[config.mk]
export PLATFORM = sky130hd
export DESIGN_NAME = mem_arbiter
export DESIGN_NICKNAME = d
export VERILOG_FILES = /design/src/rtl/mem_arb_pkg.sv /design/src/rtl/mem_arb_starve_ctr.sv /design/src/rtl/mem_arbiter.sv
export SDC_FILE = /design/constraint.sdc
export NUM_CORES = 1
export LEC_CHECK = 0
export ABC_AREA = 1
export ABC_CLOCK_PERIOD_IN_PS = 3510
export BUFFER_PORTS_ARGS = -buffer_cell sky130_fd_sc_hd__buf_2
export CAP_MARGIN = 20
export CORE_MARGIN = 10
export CORE_UTILIZATION = 34
export DETAILED_ROUTE_END_ITERATION = 16
export PLACE_DENSITY = 0.89
export SLEW_MARGIN = 20
export SYNTH_ARGS = -nofsm -noshare
export SYNTH_HDL_FRONTEND = slang
export SYNTH_SLANG_ARGS = --single-unit
[constraint.sdc]
create_clock -name Clock -period 3.51 [get_ports Clock]
set_clock_uncertainty 0.05 [all_clocks]
set_input_delay 0.702 -clock Clock [delete_from_list [all_inputs] [get_ports Clock]]
set_output_delay 0.702 -clock Clock [all_outputs]
set_load 0.03 [all_outputs]
[src/rtl/mem_arb_pkg.sv]
// Shared types and default widths for the instruction/data memory arbiter.
package mem_arb_pkg;

   typedef enum logic {
      ARB_IDLE = 1'b0,
      ARB_WAIT = 1'b1
   } arb_state_t;

   typedef enum logic {
      OWN_I = 1'b0,
      OWN_D = 1'b1
   } arb_owner_t;

   localparam int ARB_ADDR_W   = 16;
   localparam int ARB_DATA_W   = 32;
   // Latency counter must hold MEM_LAT up to 4.
   localparam int ARB_LAT_W    = 3;
   localparam int ARB_STARVE_W = 4;

endpackage

[src/rtl/mem_arb_starve_ctr.sv]
// Saturating count of data grants handed out while fetch was left waiting.
module mem_arb_starve_ctr
   import mem_arb_pkg::*;
#(
   parameter int LIMIT = 4
) (
   input  logic clk_i,
   input  logic rst_i,
   input  logic ireq_i,
   input  logic igrant_i,
   input  logic dgrant_i,
   output logic at_limit_o
);

   localparam logic [ARB_STARVE_W-1:0] LIMIT_C = ARB_STARVE_W'(LIMIT);

   logic [ARB_STARVE_W-1:0] cnt_q, cnt_d;

   // Clear when fetch is served or not asking; otherwise count D wins up to the limit.
   always_comb begin
      cnt_d = cnt_q;
      if (!ireq_i || igrant_i) begin
         cnt_d = '0;
      end else if (dgrant_i && (cnt_q != LIMIT_C)) begin
         cnt_d = cnt_q + 1'b1;
      end
   end

   // Counter register.
   always_ff @(posedge clk_i or posedge rst_i) begin
      if (rst_i) cnt_q <= '0;
      else       cnt_q <= cnt_d;
   end

   assign at_limit_o = (cnt_q == LIMIT_C);

endmodule

[src/rtl/mem_arbiter.sv]
// Single-outstanding arbiter for the shared memory port: fetch vs load/store,
// with bounded starvation of fetch under sustained data traffic.
module mem_arbiter
   import mem_arb_pkg::*;
#(
   parameter int ADDR_W       = ARB_ADDR_W,
   parameter int DATA_W       = ARB_DATA_W,
   parameter int MEM_LAT      = 1,
   parameter int STARVE_LIMIT = 4
) (
   input  logic              Clock,
   input  logic              Reset,
   input  logic              IReq,
   input  logic [ADDR_W-1:0] IAddr,
   output logic              IGnt,
   output logic              IValid,
   output logic [DATA_W-1:0] IData,
   input  logic              DReq,
   input  logic              DWrite,
   input  logic [ADDR_W-1:0] DAddr,
   input  logic [DATA_W-1:0] DWData,
   output logic              DGnt,
   output logic              DValid,
   output logic [DATA_W-1:0] DRData,
   output logic [ADDR_W-1:0] MemAddr,
   output logic              MemReadEn,
   output logic              MemWriteEn,
   output logic [DATA_W-1:0] MemWData,
   input  logic [DATA_W-1:0] MemRData
);

   arb_state_t           state_q;
   arb_owner_t           owner_q;
   logic [ARB_LAT_W-1:0] lat_q;

   logic resp;
   logic gnt_ok;
   logic gnt_i;
   logic gnt_d;
   logic at_limit;

   // Response cycle: last cycle of the outstanding transaction's latency.
   assign resp   = (state_q == ARB_WAIT) && (lat_q == ARB_LAT_W'(1));
   // Grants are blocked while Reset is held so outputs go quiet at once.
   assign gnt_ok = !Reset && ((state_q == ARB_IDLE) || resp);

   // D has priority unless fetch has been passed over STARVE_LIMIT times.
   always_comb begin
      gnt_i = gnt_ok && IReq && (!DReq || at_limit);
      gnt_d = gnt_ok && DReq && !(IReq && at_limit);
   end

   mem_arb_starve_ctr #(
      .LIMIT (STARVE_LIMIT)
   ) u_starve (
      .clk_i      (Clock),
      .rst_i      (Reset),
      .ireq_i     (IReq),
      .igrant_i   (gnt_i),
      .dgrant_i   (gnt_d),
      .at_limit_o (at_limit)
   );

   // Transaction FSM: a grant (re)arms the latency counter and records the owner.
   always_ff @(posedge Clock or posedge Reset) begin
      if (Reset) begin
         state_q <= ARB_IDLE;
         lat_q   <= '0;
         owner_q <= OWN_I;
      end else if (gnt_i || gnt_d) begin
         state_q <= ARB_WAIT;
         lat_q   <= ARB_LAT_W'(MEM_LAT);
         owner_q <= gnt_d ? OWN_D : OWN_I;
      end else if (resp) begin
         state_q <= ARB_IDLE;
         lat_q   <= '0;
      end else if (state_q == ARB_WAIT) begin
         lat_q   <= lat_q - 1'b1;
      end
   end

   // Memory-side muxing follows the winner in the grant cycle only.
   always_comb begin
      MemAddr    = '0;
      MemReadEn  = 1'b0;
      MemWriteEn = 1'b0;
      MemWData   = '0;
      if (gnt_i) begin
         MemAddr   = IAddr;
         MemReadEn = 1'b1;
      end else if (gnt_d) begin
         MemAddr    = DAddr;
         MemReadEn  = !DWrite;
         MemWriteEn = DWrite;
         MemWData   = DWData;
      end
   end

   assign IGnt   = gnt_i;
   assign DGnt   = gnt_d;
   assign IValid = resp && (owner_q == OWN_I);
   assign DValid = resp && (owner_q == OWN_D);
   // Read data is shared; each side qualifies it with its own valid.
   assign IData  = MemRData;
   assign DRData = MemRData;

endmodule

==> results.md <==
- Status: finished, final reports clean
- Hold crit path type: in2async
- Detailed Place HPWL: 5.309 mm
- Final nets: 420
- Crit path from: lat_q[1]
- CP Max Fanout: 36
- Clock latency at the later pin of the worst-skew pair: 0.24 ns
- Comb pwr share: 0.650
- GRT Overall Usage: 0.1412
- Max-cap violations: 0
- Setup total negative slack: 0 ns
- Syn Area/Cell: 6.076 um^2
- Die Ht: 87.77 um
- Critical R2R Capture: owner_q
- # DRC: 0
- Yosys reg bits: 9
- Syn_nets: 362
- Max stage delay on crit path: 0.37 ns
- Final min period: 2.799 ns
- Fin worst setup slack: 0.7106 ns
- # IOs: 219
- Clk root buf: clkbuf_8
- Clock sinks: 9
- Chip Width: 87.77 um
- Launching element type of the critical path: flop
- Max VDD drop: 0.0003196 V
- Wire per inst: 16.64 um
- ANT nets after route: 0
- Final Util: 0.3980
- CTS Buffer Depth: 2
- Clock share of power: 0.155
- Slew Viols, Final: 0
- Register share of total power: 0.195
- Levels on crit path: 9
- Antenna violations before repair: 0
- Number of post-CTS setup repair buffers: 0
- DR vias: 1,643
- Final Hold Fails: 0
- Most common cell after layout, fill and taps aside: buf_2
- Tightest Pin Transition: 0.4886 ns
- Pwr dens: 465.6 mW/mm^2
- Setup slack, reg-to-reg: 1.88 ns
- Cts hold-fix bufs: 0
- Worst Path Buf+Inv: 3
- Place WS: 0.8152 ns
- CP Capture Type: output pin
- Worst reg-to-reg path cell count: 7
- Lkg Pwr: 1.310 nW
- Via density per instance: 4.489
- RSZ-0062 raised after global routing: no
- Initial Util: 0.3537
- Worst Setup EP: MemAddr[12]
- Largest net degree at the start of global routing: 37
- F_max: 357.2 MHz
- Worst path required time: 2.76 ns
- Synth Instances: 257
- Crit path max-delay family: buffers and inverters
- Placed cell count: 362
- Fraction of layout cells with a size suffix above 1: 0.4427
- Initial DRT Pass Iterations: 6
- I/O Buffers: 122
- YS warnings: 0
- P_sw: 450.9 uW
- # fillers: 485
- Final Setup Violations: 0
- Final Power: 817.9 uW
- Core area: 0.004414 mm^2
- Most frequent cells in the layout: 122 x buf_2, 65 x nand2_1, 46 x inv_1
- Remaining Overflow, GRT: 0
- Starting DRT DRC Count: 69
- Non-filler cells, final: 366
- Post-cts repair resize count: 0
- Detailed Route WL: 6.092 mm
- Synth Cell Area: 0.001561 mm^2
- Seq/Total Area, Yosys: 0.1442
- Crit path arrival time: 2.05 ns
- Critical path's slowest cell: dfrtp_1
- Antenna Cells: 0
- Clock transition at path regs: 0.05 ns
- Multi-input gate area: 626.9 um^2
- Critical path type: reg2out
- Netlist cell types: 22
- First-pass GRT wire length: 8.790 mm
- Die ar.: 0.007704 mm^2
- Seq. cell area: 225.2 um^2
- Vias in the first global route: 1,672
- Slew headroom: 0.6708
- CTS buffer count: 3
- # rows: 24
- Cell mode on critical path: nand2_1
- Internal power: 367.0 uW
- CTS tree: built
- Tcrit/Tclk final: 0.7976
- Layout overhead on the synthesized area: 12.50%
- RD Place Congestion: 0.8129
- FF-to-FF Start: u_starve.cnt_q[0]
- Net Sw Frac: 0.5512
- Crit-path cells: inv_1 -> ha_1 -> nand2_2 -> a21oi_4 -> nand2_4 -> inv_4 -> nand2_1 -> nand2_1 -> buf_2
- Max H-tree Level: 1
Yosys cell counts:
cell type / count / area, um^2
nand4_1: 5 / 31.28
o21ai_0: 4 / 20.02
buf_12: 1 / 20.02
inv_4: 1 / 6.260
nand2_4: 1 / 11.26
buf_6: 1 / 11.26
nor2_4: 2 / 22.52
a21oi_4: 1 / 16.27
xor2_1: 2 / 17.52
dfrtp_1: 9 / 225.2
nor2_8: 1 / 20.02
nor2_2: 2 / 12.51
buf_4: 64 / 480.5
ha_1: 4 / 50.05
buf_2: 3 / 15.01
nand3_1: 3 / 15.01
nand2_2: 4 / 25.02
nand2_1: 65 / 244.0
nor2_1: 36 / 135.1
inv_1: 46 / 172.7
o22ai_1: 1 / 6.260
inv_2: 1 / 3.750
kinds of logic (layout without fill, tap and decap cells):
| group | after synthesis | count (layout) | synth area share |
|---|---|---|---|
| buffers and inverters | 117 | 174 | 0.4543 |
| adders and majority gates | 4 | 4 | 0.03205 |
| AOI/OAI and AO/OA | 6 | 6 | 0.02725 |
| DFF | 9 | 9 | 0.1442 |
| and+or+nand+nor | 119 | 119 | 0.3309 |
| xor gates and xnor gates | 2 | 2 | 0.01122 |
worst min-delay path by stage:
stage                             end  slack (ns)
finish                       lat_q[1]        0.41
global route                 lat_q[0]        0.43
CTS                          lat_q[0]        0.42
detailed placement  u_starve.cnt_q[3]        0.46
global placement    u_starve.cnt_q[3]        0.45
floorplan           u_starve.cnt_q[3]        0.42
cell type report:
| cell class | instances | area share |
|---|---|---|
| Clock inverter | 1 | 0.002849 |
| Multi-Input combinational cell | 131 | 0.3568 |
| Inverter | 48 | 0.1040 |
| Timing Repair Buffer | 122 | 0.3476 |
| Clock buffer | 3 | 0.02350 |
| Sequential cell | 9 | 0.1282 |
| Tap cell | 52 | 0.03704 |
state kept, by name (all words and copies together) (netlist names):
register / flops
lat_q: 3
state_q: 1
owner_q: 1
u_starve.cnt_q: 4
worst reg2reg max path: cells and delay by family (launching register included):
family | cells | cell delay [ns]
simple gates | 4 | 0.59
flops | 1 | 0.43
fa+ha+maj | 1 | 0.16
compound gates | 1 | 0.16
buf+inv | 1 | 0.11
through the flow:
step	hold WS [ns]	area [um^2]
floorplan	0.4207	1562
global placement	0.4526	1710
detailed placement	0.4649	1710
CTS	0.4204	1757
global route	0.4329	1757
finish	0.4138	1757
power groups by stage:
stage | logic, mW | clock network, mW | registers, mW
final | 0.532 | 0.127 | 0.160
after global routing | 0.583 | 0.138 | 0.164
after CTS | 0.540 | 0.130 | 0.159
after detailed placement | 0.537 | 0 | 0.161
after global placement | 0.525 | 0 | 0.159
after floorplan | 0.521 | 0 | 0.155
layer usage:
metal  routed length [um]  track usage  vias to the layer above
met5                    0            0                        -
met4                   40      0.02609                        0
met3                  952      0.08078                        3
met2                 3025       0.2533                      143
met1                 2073       0.1394                      704
li1                     -            -                      793
Power figures use the tool's default switching activity.
